==> config.mk <==
export PLATFORM = sky130hd
export DESIGN_NAME = serial_addsub_ctrl
export DESIGN_NICKNAME = d
export VERILOG_FILES = /design/src/rtl/addsub_pkg.sv /design/src/rtl/nibble_addsub.sv /design/src/rtl/serial_addsub_ctrl.sv
export SDC_FILE = /design/constraint.sdc
export NUM_CORES = 1
export LEC_CHECK = 0
export ABC_AREA = 0
export BUFFER_PORTS_ARGS = -buffer_cell sky130_fd_sc_hd__buf_2
export CAP_MARGIN = 20
export CORE_MARGIN = 5
export CORE_UTILIZATION = 32
export DETAILED_ROUTE_END_ITERATION = 10
export GPL_TIMING_DRIVEN = 0
export SYNTH_ARGS = -nofsm -noshare
export SYNTH_HDL_FRONTEND = slang
export SYNTH_SLANG_ARGS = --single-unit
==> constraint.sdc <==
create_clock -name clk -period 6.4 [get_ports clk]
set_clock_uncertainty 0.1 [all_clocks]
set_input_delay 0.32 -clock clk [delete_from_list [all_inputs] [get_ports clk]]
set_output_delay 0.32 -clock clk [all_outputs]
set_load 0.1 [all_outputs]
==> src/rtl/addsub_pkg.sv <==
// Shared definitions for the nibble-serial add/subtract controller.
package addsub_pkg;

  localparam int unsigned SLICE_W = 4;

  typedef enum logic [1:0] {
    ST_IDLE = 2'd0,
    ST_RUN  = 2'd1,
    ST_DONE = 2'd2
  } state_e;

endpackage

==> src/rtl/nibble_addsub.sv <==
// Combinational 4-bit ripple add/sub slice: s = a + (b ^ {4{sub}}) + cin.
module nibble_addsub
  import addsub_pkg::*;
(
  input  logic [SLICE_W-1:0] a,
  input  logic [SLICE_W-1:0] b,
  input  logic               sub,
  input  logic               cin,
  output logic [SLICE_W-1:0] s,
  output logic               cout,
  output logic               c_msb
);

  logic [SLICE_W-1:0] bx;
  logic [SLICE_W:0]   c;

  always_comb begin
    bx   = b ^ {SLICE_W{sub}};
    c    = '0;
    s    = '0;
    c[0] = cin;
    for (int i = 0; i < int'(SLICE_W); i++) begin
      s[i]   = a[i] ^ bx[i] ^ c[i];
      c[i+1] = (a[i] & bx[i]) | (c[i] & (a[i] ^ bx[i]));
    end
    cout  = c[SLICE_W];
    c_msb = c[SLICE_W-1];
  end

endmodule

==> src/rtl/serial_addsub_ctrl.sv <==
// WIDTH-bit add/subtract computed one nibble per clock on a shared 4-bit slice,
// with valid/ready handshakes on operands and result.
module serial_addsub_ctrl
  import addsub_pkg::*;
#(
  parameter int unsigned WIDTH = 16
) (
  input  logic             clk,
  input  logic             rst_n,
  input  logic             in_valid,
  output logic             in_ready,
  input  logic [WIDTH-1:0] op_a,
  input  logic [WIDTH-1:0] op_b,
  input  logic             sub,
  output logic             out_valid,
  input  logic             out_ready,
  output logic [WIDTH-1:0] result,
  output logic             carry_out,
  output logic             overflow
);

  localparam int unsigned NIBBLES = WIDTH / SLICE_W;
  localparam int unsigned CNT_W   = (NIBBLES > 1) ? $clog2(NIBBLES) : 1;

  state_e             state_q, state_d;
  logic [CNT_W-1:0]   cnt_q, cnt_d;
  logic [WIDTH-1:0]   a_q, a_d;
  logic [WIDTH-1:0]   b_q, b_d;
  logic               sub_q, sub_d;
  logic               carry_q, carry_d;
  logic [WIDTH-1:0]   result_q, result_d;
  logic               carry_out_q, carry_out_d;
  logic               overflow_q, overflow_d;
  logic               in_ready_q, in_ready_d;
  logic               out_valid_q, out_valid_d;

  logic [SLICE_W-1:0] slice_s;
  logic               slice_cout;
  logic               slice_c_msb;

  // Operands shift right each RUN cycle so the slice always sees the current nibble at [3:0].
  nibble_addsub u_slice (
    .a     (a_q[SLICE_W-1:0]),
    .b     (b_q[SLICE_W-1:0]),
    .sub   (sub_q),
    .cin   (carry_q),
    .s     (slice_s),
    .cout  (slice_cout),
    .c_msb (slice_c_msb)
  );

  always_comb begin
    state_d     = state_q;
    cnt_d       = cnt_q;
    a_d         = a_q;
    b_d         = b_q;
    sub_d       = sub_q;
    carry_d     = carry_q;
    result_d    = result_q;
    carry_out_d = carry_out_q;
    overflow_d  = overflow_q;
    in_ready_d  = in_ready_q;
    out_valid_d = out_valid_q;

    case (state_q)
      ST_IDLE: begin
        if (in_valid) begin
          a_d        = op_a;
          b_d        = op_b;
          sub_d      = sub;
          carry_d    = sub;
          cnt_d      = '0;
          state_d    = ST_RUN;
          in_ready_d = 1'b0;
        end
      end

      ST_RUN: begin
        // Sum nibbles enter at the top; after NIBBLES shifts the result is aligned.
        a_d      = a_q >> SLICE_W;
        b_d      = b_q >> SLICE_W;
        result_d = {slice_s, result_q[WIDTH-1:SLICE_W]};
        carry_d  = slice_cout;
        cnt_d    = cnt_q + CNT_W'(1);
        if (cnt_q == CNT_W'(NIBBLES - 1)) begin
          carry_out_d = slice_cout;
          overflow_d  = slice_c_msb ^ slice_cout;
          cnt_d       = '0;
          state_d     = ST_DONE;
          out_valid_d = 1'b1;
        end
      end

      ST_DONE: begin
        if (out_ready) begin
          state_d     = ST_IDLE;
          out_valid_d = 1'b0;
          in_ready_d  = 1'b1;
        end
      end

      default: begin
        state_d     = ST_IDLE;
        out_valid_d = 1'b0;
        in_ready_d  = 1'b1;
      end
    endcase
  end

  always_ff @(posedge clk) begin
    if (!rst_n) begin
      state_q     <= ST_IDLE;
      cnt_q       <= '0;
      a_q         <= '0;
      b_q         <= '0;
      sub_q       <= 1'b0;
      carry_q     <= 1'b0;
      result_q    <= '0;
      carry_out_q <= 1'b0;
      overflow_q  <= 1'b0;
      in_ready_q  <= 1'b1;
      out_valid_q <= 1'b0;
    end else begin
      state_q     <= state_d;
      cnt_q       <= cnt_d;
      a_q         <= a_d;
      b_q         <= b_d;
      sub_q       <= sub_d;
      carry_q     <= carry_d;
      result_q    <= result_d;
      carry_out_q <= carry_out_d;
      overflow_q  <= overflow_d;
      in_ready_q  <= in_ready_d;
      out_valid_q <= out_valid_d;
    end
  end

  assign in_ready  = in_ready_q;
  assign out_valid = out_valid_q;
  assign result    = result_q;
  assign carry_out = carry_out_q;
  assign overflow  = overflow_q;

endmodule

Yosys cells after proc, flatten, opt, wreduce, memory -nomap -nowiden
Index checks and enable logic that the tools add are counted.
{"block": "word_totals", "reg_bits": 58, "latch_bits": 0, "ram_bits": 0, "romBits": 0, "inputBits": 37, "word_cells": 69, "mem_count": 0}
{"block": "op_classes", "n_addsub": 1, "mul": 0, "n_div": 0, "magnitude_cmp": 0, "n_eq_ne": 6, "shift": 0, "muxes": 19, "n_bitwise": 24, "reduce_logical": 8}
{"operator": "16-bit case mux with 2 select lines", "n": 2}
{"operator": "16-bit two-way mux", "n": 2}
{"operator": "2-bit two-way mux", "n": 5}
{"operator": "3-bit AND reduction", "n": 3}
{"operator": "1-bit XOR", "n": 9}
{"operator": "1-bit bitwise AND", "n": 8}
{"operator": "2-bit != test, second input constant", "n": 3}
{"operator": "1-bit case mux with 3 select lines", "n": 2}
{"operator": "2-bit case mux with 3 select lines", "n": 1}
{"operator": "2-bit AND reduction", "n": 3}
{"operator": "1-bit two-way mux", "n": 5}
{"operator": "2-bit equality test, second input constant", "n": 2}
{"operator": "1-bit bitwise OR", "n": 4}
{"operator": "2-bit case mux with 2 select lines", "n": 1}
{"operator": "4-bit XOR", "n": 1}
{"operator": "2-bit by 1-bit adder with 2-bit output, second input constant", "n": 1}
{"operator": "2-bit by 1-bit equality test with 1-bit output, second input constant", "n": 1}
{"operator": "2-bit zero test", "n": 1}
{"operator": "1-bit NOT", "n": 2}
{"operator": "1-bit case mux with 2 select lines", "n": 1}
{"operator": "2-bit nonzero test", "n": 1}

Logic depth before layout (Yosys ltp)
Gate-level depths: netlist of run 1.
{"block": "logic_depth", "ltp_word": 11, "ltp_mapped": 12, "depth_no_buf": 11}

Cells and area by module
Synthesis of run 1 repeated with hierarchy kept, for this count alone.
{"block": "hier_totals", "hier_cells": 252, "hier_area_um2": 2615.0}
{"module": "serial_addsub_ctrl", "n_inst": 1, "cells_per_inst": 236, "area_per_inst_um2": 2469.9}
{"module": "nibble_addsub", "n_inst": 1, "cells_per_inst": 16, "area_per_inst_um2": 145.1}

Least setup slack after synthesis of run 1
Ideal clock, no wire load.
{"block": "synth_timing", "path_type": "flip-flop to flip-flop", "start": "register sub_q", "end": "register overflow_q, in the netlist overflow", "arrival_ns": 2.318, "required_ns": 6.224, "slack_ns": 3.906, "path_stages_with_launch": 13, "path_buffers": 1, "synth_period_minus_slack_ns": 2.494, "cell_sequence": "dfxtp_1 > clkbuf_1 > xnor2_1 > fa_1 > inv_1 > fa_1 > inv_1 > fa_1 > inv_1 > fa_1 > xnor2_1 > nand3_1 > a21boi_0"}
{"block": "synth_via", "elab_chain_cells": 11, "word_cells_on_any_way": 18, "classes_between": "18 x bitwise"}
{"item": "start, declared", "line_no": "serial_addsub_ctrl.sv:29", "text": "logic sub_q, sub_d;"}
{"item": "start signal, assigned", "line_no": "serial_addsub_ctrl.sv:128", "text": "sub_q <= sub_d;"}
{"item": "4-bit XOR *", "line_no": "nibble_addsub.sv:18", "text": "bx = b ^ {SLICE_W{sub}};"}
{"item": "1-bit XOR", "line_no": "nibble_addsub.sv:24", "text": "c[i+1] = (a[i] & bx[i]) | (c[i] & (a[i] ^ bx[i]));"}
{"item": "1-bit bitwise AND", "line_no": "nibble_addsub.sv:24"}
{"item": "1-bit bitwise OR", "line_no": "nibble_addsub.sv:24"}
{"item": "1-bit bitwise AND", "line_no": "nibble_addsub.sv:24"}
{"item": "1-bit bitwise OR", "line_no": "nibble_addsub.sv:24"}
{"item": "1-bit bitwise AND", "line_no": "nibble_addsub.sv:24"}
{"item": "1-bit bitwise OR", "line_no": "nibble_addsub.sv:24"}
{"item": "1-bit bitwise AND", "line_no": "nibble_addsub.sv:24"}
{"item": "1-bit bitwise OR *", "line_no": "nibble_addsub.sv:24"}
{"item": "via slice_cout", "line_no": "serial_addsub_ctrl.sv:38", "text": "logic slice_cout;"}
{"item": "1-bit XOR *", "line_no": "serial_addsub_ctrl.sv:87", "text": "overflow_d = slice_c_msb ^ slice_cout;"}
{"item": "end signal, assigned", "line_no": "serial_addsub_ctrl.sv:132", "text": "overflow_q <= overflow_d;"}
{"item": "end, declared", "line_no": "serial_addsub_ctrl.sv:33", "text": "logic overflow_q, overflow_d;"}
Mark *: on every way through the listed nets, which the timed path passes. The rest lies on a longest branch.
A chain may end at the register's enable or synchronous reset.

Worst setup path in the final report of run 1
Ends and elaborated chain as after synthesis.

==> impl_metrics.csv, run 1 <==
group,metric,value,unit
route,route.detailed.drc,0,
timing,fin_crit_sh,42.0,%
floorplanning,io_pins,57,
route,drt-initial-drc-count,82,
worst_setup_path,crit_start,"sub_q",
worst_setup_path,worstPathArrival,2840,ps
grt,grt_max_degree,11,
worst_setup_path,critPathRequiredTime,6560,ps
worst_setup_path,critPathMaxFanout,5,
run,drv_cap,0,
route,wl,5.48,mm
worst_setup_path,worst_setup_path_start_kind,"register",
worst_setup_path,crit_chain,"clkbuf_1 -> xnor2_1 -> fa_1 -> inv_1 -> fa_1 -> inv_1 -> fa_1 -> inv_1 -> fa_1 -> xnor2_1 -> nand3_1 -> a21boi_0",
worst_setup_path,crit_cells,12,
floorplanning,rows,32,
timing,period_needed,2680,ps
clock_tree,numCtsBuffers,9,
worst_setup_path,path_class,"reg2reg",
grt,grt_overflow,0,
placed_design,place.port_buffers,56,
final_layout,n_fill_cell,779,
worst_setup_path,worst_path_max_delay_cell,"fa_1",
route,via_count,1874,
final_layout,nNetsFinal,340,
floorplanning,die_y,99.2,um
worst_setup_path,rr_endpoint,"overflow",
clock_tree,clock-sinks,58,
grt,grt_pass1_vias,1945,
worst_setup_path,critPathBufInv,4,
logic_synthesis,ys_warn_count,0,
timing,slew_violations,0,
worst_setup_path,reg2reg_depth,12,
logic_synthesis,yosysSeqAreaShare,45.6,%
final_layout,drive_gt1_share,35.8,%
worst_setup_path,r2r-start,"sub_q",
logic_synthesis,postSynthCellCount,231,
placed_design,place_ws,3700,ps
timing,rsz0062_at_grt,"no",
worst_setup_path,cp_common_cell,"fa_1",
min_path,min_path_cells,2,
clock_tree,clock_path_buffers,2,
power,total_power,0.888,mW
route,wire_per_inst,13.6,um
timing,fin_hold_ws,90.0,ps
final_layout,diodes,0,
worst_setup_path,crit_family,"adder cells",
route,ant_nets,0,
grt,grt_pass1_wl,9.34,mm
logic_synthesis,syn_nets,273,
floorplanning,start_util,33.0,%
timing,fin_ws,3720,ps
timing,setup_viol,0,
logic_synthesis,synth.avg_cell_area,11.0,um2
min_path,hold_path_class,"in2reg",
logic_synthesis,ys_ff_latch,58,
final_layout,postLayoutCellArea,3160,um2
clock_tree,post_cts_resized,0,
min_path,min_from,"op_a[12]",
final_layout,utilization,40.9,%
run_status,run_status,"finished, final reports clean",
power,leakagePower,1.33,nW
placed_design,hpwl,3.98,mm
timing,hold_violations,0,
clock_tree,htreeDepth,3,
route,drtPass1Iterations,4,
power,vdd_drop_max,136,uV
timing,tightest_slew,485,ps
timing,setup_tns,0,ps
worst_setup_path,critPathCaptureType,"register",
final_layout,areaGrowthSynthToFinish,24.0,%
worst_setup_path,regToRegSetupSlack,3720,ps
floorplanning,die_w,99.2,um
clock_tree,cts.hold.buffers_added,0,
min_path,min_to,"a_q[12]",
clock_tree,cts_setup_buffers,0,
worst_setup_path,cpPeakStageDelay,420,ps
grt,globalRouteTotalUtil,11.9,%
logic_synthesis,syn_area,2550,um2
placed_design,dpl-instance-area,2950,um2
clock_tree,cts_tree,"built",
power,power.density,281,nW/um2
placed_design,globalplace.congestion,0.698,
logic_synthesis,yosysUniqueCellTypes,33,
timing,slew_headroom,67.6,%
final_layout,final_cells,404,
clock_tree,cts_root_buf,"clkbuf_8",
placed_design,place_inst,389,
timing,timing.fmax,372,MHz
floorplanning,coreArea,7730,um2
clock_tree,worstSkewPairLatency,330,ps
route,viasPerCell,4.64,
floorplanning,die_area,9840,um2
grt,antenna_found_initial,0,
clock_tree,clkSlewWorstSetupHoldPaths,60,ps
final cells by class:
cell class,instances,area [um2],share of cell area (%)
well taps,102,128,4.04
inverters,7,26.3,0.832
plain buffers,19,130,4.12
clock buffers,13,169,5.35
flip-flops and latches,58,1160,36.8
multi-input cells,147,1230,38.9
repair buffers,56,280,8.87
clock inverters,2,35.0,1.11
cells in the final DEF (no fill, tap or decap), drive strengths merged, types with 2 or more instances in the layout:
master	Yosys	routed
nor2	5	5
clkbuf	3	16
dfxtp	58	58
xnor2	3	3
xor2	2	2
a21oi	2	2
nand3	3	3
buf	16	72
o2bb2ai	24	24
a32o	2	2
o211a	2	2
fa	4	4
nand2	35	35
o21ai	3	3
nand2b	4	4
mux2i	24	24
a22o	8	8
a21boi	16	16
inv	7	7
cells by family after synthesis:
group	synth area share, %
fa+ha+maj	3.64
mux	9.43
flops	45.6
xor+xnor	1.72
compound gates	24.9
buf+inv	6.14
simple gates	8.55
state kept, by name, indices dropped and copies added, names as in the netlist:
register and cells:
a_q 16, b_q 16, carry_out 1, carry_q 1, cnt_q 2, in_ready 1
out_valid 1, overflow 1, result 16, state_q 2, sub_q 1
worst register-to-register path, cell delays in order (launching register included):
cell	delay, ps
dfxtp_1	300
clkbuf_1	250
xnor2_1	180
fa_1	200
inv_1	50
fa_1	350
inv_1	80
fa_1	200
inv_1	60
fa_1	420
xnor2_1	180
nand3_1	90
a21boi_0	170
cell usage after synthesis, drive strengths merged:
library cell	count	area, um2
buf	16	119
clkbuf	3	11.3
o2bb2ai	24	335
a32o	2	20.0
ha	1	12.5
a31oi	1	6.26
dfxtp	58	1160
xnor2	3	26.3
or2	1	6.26
a22o	8	70.1
mux2i	24	240
xor2	2	17.5
a21boi	16	120
fa	4	80.1
nor2b	1	6.26
inv	7	26.3
nand2b	4	25.0
nor3	1	5.00
a221oi	1	15.0
o21a	1	7.51
o211a	2	20.0
o211ai	1	7.51
nand3b	1	7.51
nand2	35	131
nor2	5	21.3
o21ai	3	15.0
o31ai	1	7.51
nand3	3	15.0
a21oi	2	10.0
report_power, final:
group | total [mW] | switching (mW) | internal, mW
clock network | 0.346 | 0.137 | 0.209
registers | 0.399 | 0.0154 | 0.383
logic | 0.144 | 0.0905 | 0.0532
how the worst max path moves through the flow:
stage	end	slack (ps)
CTS	overflow	3690
global route	overflow	3470
finish	overflow	3720
floorplan	overflow	3910
global placement	overflow	3750
detailed placement	overflow	3700
routing by layer:
layer,global-route usage [%],up-vias,wire [um]
met5,0,-,0
met1,15.1,861,2530
li1,-,953,-
met4,3.78,0,73
met2,18.1,52,2410
met3,5.54,8,467
Note: power is estimated with default switching activity, not from simulation.
==> inputs of run 2 (changes only) <==
ABC_AREA = 1   (was 0)
clock period = 2.35 ns   (was 6.4 ns; I/O delays follow)
==> impl_metrics.csv, run 2 <==
group,metric,value,unit
grt,grt_pass1_wl,11.0,mm
clock_tree,htreeDepth,3,
logic_synthesis,ys_warn_count,0,
min_path,min_from,"op_a[7]",
route,drt-initial-drc-count,115,
clock_tree,clkSlewWorstSetupHoldPaths,70,ps
min_path,min_path_cells,5,
placed_design,dpl-instance-area,3020,um2
timing,slew_headroom,66.8,%
grt,globalRouteTotalUtil,13.8,%
placed_design,hpwl,4.74,mm
logic_synthesis,ys_top_cells_by_area,"dfxtp_1 (45%), nand2_1 (17%), nor2_1 (13%)",
route,ant_nets,0,
route,wl,6.57,mm
logic_synthesis,postSynthCellCount,385,
worst_setup_path,reg2reg_depth,10,
grt,grt_pass1_vias,2395,
timing,timing.fmax,428,MHz
grt,grt_max_degree,11,
logic_synthesis,yosysSeqAreaShare,44.6,%
worst_setup_path,critPathRequiredTime,2480,ps
floorplanning,die_area,10000,um2
clock_tree,clock-sinks,58,
final_layout,postLayoutCellArea,3510,um2
worst_setup_path,critPathCaptureType,"register",
logic_synthesis,ys_ff_latch,58,
timing,rsz0062_at_grt,"yes",
floorplanning,rows,33,
placed_design,place.port_buffers,55,
worst_setup_path,rr_endpoint,"result[15]",
floorplanning,die_y,100,um
timing,setup_viol,0,
clock_tree,worstSkewPairLatency,330,ps
worst_setup_path,crit_start,"sub_q",
clock_tree,cts_tree,"built",
worst_setup_path,worstPathArrival,2470,ps
worst_setup_path,worst_setup_path_start_kind,"register",
timing,period_needed,2340,ps
logic_synthesis,synth-main-ff-cell,"dfxtp_1",
power,total_power,2.73,mW
worst_setup_path,worst_path_max_delay_cell,"fa_2",
final_layout,diodes,0,
worst_setup_path,r2r-start,"sub_q",
min_path,min_to,"a_q[7]",
timing,tightest_slew,498,ps
timing,fin_ws,11.6,ps
worst_setup_path,regToRegSetupSlack,10,ps
route,drtPass1Iterations,4,
final_layout,nNetsFinal,518,
final_layout,final_common_cell,"nand2_1",
timing,fin_crit_sh,99.5,%
grt,grt_overflow,0,
floorplanning,coreArea,8090,um2
power,power.density,777,nW/um2
placed_design,place_inst,545,
logic_synthesis,synth_top_area_share,44.6,%
clock_tree,cts_root_buf,"clkbuf_8",
worst_setup_path,crit_chain,"xnor2_4 -> fa_2 -> inv_2 -> fa_2 -> inv_2 -> fa_2 -> inv_2 -> fa_2 -> o21ai_1 -> nor2_1",
final_layout,areaGrowthSynthToFinish,34.8,%
clock_tree,clock_path_buffers,2,
route,viasPerCell,4.30,
floorplanning,io_pins,57,
logic_synthesis,synth_edf_count,0,
final_layout,drive_gt1_share,20.6,%
logic_synthesis,synthTopCellsByCount,"nand2_1 (119), nor2_1 (87), dfxtp_1 (58), inv_1 (33), o21ai_0 (27)",
placed_design,globalplace.congestion,0.822,
timing,slew_violations,0,
final_layout,layout_common_cells,"nand2_1 (119), nor2_1 (87), buf_2 (60), dfxtp_1 (56), inv_1 (30)",
run,drv_cap,0,
clock_tree,numCtsBuffers,9,
logic_synthesis,synth_top_area_cell,"dfxtp_1",
placed_design,place_ws,-173,ps
power,vdd_drop_max,396,uV
logic_synthesis,async_flop_share,0,%
worst_setup_path,cpPeakStageDelay,400,ps
route,wire_per_inst,11.2,um
min_path,hold_path_class,"in2reg",
logic_synthesis,syn_nets,427,
power,leakagePower,1.69,nW
run_status,run_status,"finished, final reports clean",
floorplanning,die_w,100,um
worst_setup_path,cp_common_cell,"fa_2",
logic_synthesis,yosysMostFrequentCell,"nand2_1",
worst_setup_path,critPathMaxFanout,2,
route,route.detailed.drc,0,
timing,hold_violations,0,
logic_synthesis,synth.avg_cell_area,6.77,um2
grt,antenna_found_initial,0,
worst_setup_path,path_class,"reg2reg",
logic_synthesis,yosysUniqueCellTypes,23,
logic_synthesis,syn_area,2600,um2
route,via_count,2521,
floorplanning,start_util,32.2,%
final_layout,final_cells,586,
run 2: changes by cell type in the layout (fill, tap and decap cells not counted), moves of 8 or more:
cell           before  now
nor2_1              4   87
o21ai_1             0    9
a21boi_0           16    0
mux2i_1            24    0
a21oi_1             2   14
inv_1               7   30
dlygate4sd3_1       0   23
o21ai_0             3   26
a22o_1              8    0
nand2_1            35  119
o2bb2ai_2          20    0
run 2: cell type report:
cell class / instances / area, um2
multi-input cells: 270 / 1220
inverters: 35 / 131
fillers: 897 / 4580
flip-flops and latches: 58 / 1170
plain buffers: 21 / 120
repair buffers: 81 / 528
clock inverters: 1 / 30.0
clock buffers: 15 / 186
well taps: 105 / 131
run 2: kinds of logic (layout without fill, tap and decap cells):
kind of cell / after synthesis / count (layout) / synth area share [%]
AOI/OAI and AO/OA: 51 / 51 / 10.0
xor gates and xnor gates: 5 / 5 / 1.68
adders and majority gates: 5 / 5 / 3.55
buffers and inverters: 57 / 153 / 9.80
DFF: 58 / 58 / 44.6
and+or+nand+nor: 209 / 209 / 30.4
run 2: worst max-delay path, delay by kind of cell, from the launching register on:
family / cells / cell delay, ps
and+or+nand+nor: 1 / 50
xor gates and xnor gates: 1 / 120
adders and majority gates: 4 / 1270
DFF: 1 / 370
AOI/OAI and AO/OA: 1 / 140
buffers and inverters: 3 / 180
run 2: power by group:
| part | internal (mW) | leakage (nW) | switching (mW) |
|---|---|---|---|
| logic | 0.201 | 1.10 | 0.438 |
| registers | 1.06 | 0.480 | 0.0407 |
| clock network | 0.607 | 0.110 | 0.379 |
| total | 1.87 | 1.69 | 0.858 |
run 2: layer usage:
layer	up-vias	track usage (%)	wire (um)
li1	1347	-	-
met1	1122	16.5	2910
met2	46	23.9	3250
met3	6	4.10	356
met4	0	4.35	54
met5	-	0	0
run 2: through the flow:
stage | util (%) | hold WS (ps) | TNS (ps)
final | 43.4 | 13.6 | 0
after global routing | 43.4 | 16.9 | -136
after CTS | 43.4 | 2.20 | -94.3
after detailed placement | 37.3 | 276 | -507
after global placement | 37.3 | 278 | -394
after floorplan | - | 162 | 0
run 2: worst max-delay path by stage:
stage                  to  slack [ps]
2_1_floorplan  result[15]         0.5
3_3_place_gp      carry_q        -140
3_5_place_dp      carry_q        -170
4_1_cts        result[15]         -90
5_1_grt        result[15]         -60
6_report       result[15]          10
run 2: what timing repair did:
action / 4_1_cts / 5_1_grt
setup buffers: 2 / 1
cloned: 0 / 0
pin swaps: 3 / 7
hold endpoints to repair: 24 / 0
setup endpoints to repair: 4 / 4
gates resized for setup: 11 / 2
hold buffers: 23 / 0
==> inputs of run 3 (changes only) <==
RECOVER_POWER = 50   (was unset)
==> impl_metrics.csv, run 3 (synthesis results as in run 2) <==
group,metric,value,unit
clock_tree,htreeDepth,3,
clock_tree,numCtsBuffers,9,
grt,grtUsageMet2,23.9,%
clock_tree,worstSkewPairLatency,330,ps
route,via_count,2508,
power,p_sw_share,31.5,%
final_layout,multiInputGateArea,1210,um2
power,p_comb_share,23.1,%
worst_setup_path,critPathCaptureType,"register",
grt,globalRouteTotalUtil,13.8,%
floorplanning,die_y,100,um
min_path,hold_path_class,"in2reg",
clock_tree,cts_tree,"built",
timing,fin_ws,14.5,ps
placed_design,place.port_buffers,55,
final_layout,ff_latch_area,1170,um2
power,power.net_switching,0.856,mW
power,power_frac_seq,40.7,%
worst_setup_path,regToRegSetupSlack,10,ps
route,wire_per_inst,11.2,um
floorplanning,die_w,100,um
grt,grtUsageMet1,16.5,%
final_layout,postLayoutCellArea,3480,um2
grt,busiest_layer,"met2",
clock_tree,cts_root_buf,"clkbuf_8",
power,p_int,1.86,mW
final_layout,layout_common_cells,"nand2_1 (119), nor2_1 (87), dfxtp_1 (56), buf_2 (37), clkbuf_1 (33)",
floorplanning,coreArea,8090,um2
run,drv_cap,0,
grt,grt_pass1_wl,11.0,mm
timing,setup_tns,0,ps
floorplanning,die_area,10000,um2
grt,met3_usage,4.10,%
route,route.detailed.drc,0,
timing,hold_violations,0,
final_layout,drive_gt1_share,15.2,%
power,vdd_drop_max,396,uV
power,total_power,2.72,mW
final_layout,areaGrowthSynthToFinish,33.5,%
power,power.density,781,nW/um2
timing,fin_crit_sh,99.4,%
worst_setup_path,critPathMaxFanout,2,
timing,period_needed,2340,ps
timing,timing.fmax,428,MHz
clock_tree,clkSlewWorstSetupHoldPaths,60,ps
worst_setup_path,worst_setup_path_start_kind,"register",
power,leakagePower,1.60,nW
worst_setup_path,critPathRequiredTime,2480,ps
timing,slew_headroom,21.6,%
final_layout,utilization,43.0,%
grt,grt_max_degree,11,
grt,grt_overflow,0,
placed_design,dpl-instance-area,3020,um2
worst_setup_path,path_class,"reg2reg",
timing,fin_hold_ws,13.9,ps
timing,setup_viol,0,
route,drt-initial-drc-count,122,
final_layout,diodes,0,
timing,slew_violations,0,
floorplanning,io_pins,57,
run_status,run_status,"finished, final reports clean",
route,drtPass1Iterations,4,
worst_setup_path,worstPathArrival,2470,ps
grt,antenna_found_initial,0,
grt,grt_pass1_vias,2395,
placed_design,place_inst,545,
clock_tree,clock_path_buffers,2,
floorplanning,rows,33,
timing,tightest_slew,1180,ps
final_layout,final_common_cell,"nand2_1",
timing,rsz0062_at_grt,"yes",
clock_tree,clock-sinks,58,
final_layout,n_fill_cell,892,
placed_design,globalplace.congestion,0.822,
placed_design,hpwl,4.74,mm
power,p_clk_share,36.2,%
floorplanning,start_util,32.2,%
route,ant_nets,0,
final_layout,final_cells,586,
final_layout,nNetsFinal,518,
route,viasPerCell,4.28,
placed_design,place_ws,-173,ps
route,wl,6.59,mm
[run 3: cell count changes in the layout (fill, tap and decap cells not counted)]
| cell | change |
|---|---|
| clkbuf_1 | +24 |
| buf_2 | -23 |
| clkbuf_2 | -1 |
| inv_1 | +1 |
| inv_2 | -1 |
| o21ai_0 | +1 |
| o21ai_2 | -1 |
[run 3: critical path, stage by stage (launching register included)]
cell and delay, ps:
dfxtp_4 370, xnor2_4 120, fa_2 330, inv_2 70, fa_2 200, inv_2 40, fa_2 340, inv_2 70
fa_2 400, o21ai_1 140, nor2_1 50
[run 3: worst paths after layout]
check	from	to	depth (start not counted)
worst max register to register	sub_q	result[15]	10
worst min register to register	in_ready	in_ready	2
worst min-delay path	op_a[7]	a_q[7]	5
worst max-delay path	sub_q	result[15]	10
[run 3: area by class of cell]
cell class / instances / area share, %
Multi-Input combinational cell: 270 / 34.9
Sequential cell: 58 / 33.5
Timing Repair Buffer: 81 / 14.5
Clock buffer: 15 / 5.36
Inverter: 35 / 3.78
Tap cell: 105 / 3.78
Buffer: 21 / 3.31
Clock inverter: 1 / 0.864
[run 3: layer usage]
| metal | up-vias | wire [um] |
|---|---|---|
| met1 | 1106 | 2910 |
| met4 | 0 | 83 |
| met2 | 47 | 3220 |
| li1 | 1347 | - |
| met5 | - | 0 |
| met3 | 8 | 376 |
[run 3: timing repair]
| action | in CTS | in global routing |
|---|---|---|
| hold endpoints to repair | 24 | 0 |
| setup endpoints to repair | 4 | 4 |
| pin swaps | 3 | 7 |
| hold buffers | 23 | 0 |
| gates resized for setup | 11 | 2 |
| buffers inserted | 2 | 1 |
[run 3: power groups by stage]
stage,Clock (mW),Combinational (mW),Sequential (mW)
after floorplan,0,0.276,1.31
after detailed placement,0,0.599,1.12
after global placement,0,0.594,1.12
after CTS,1.01,0.644,1.10
final,0.984,0.628,1.10
after global routing,1.07,0.698,1.11
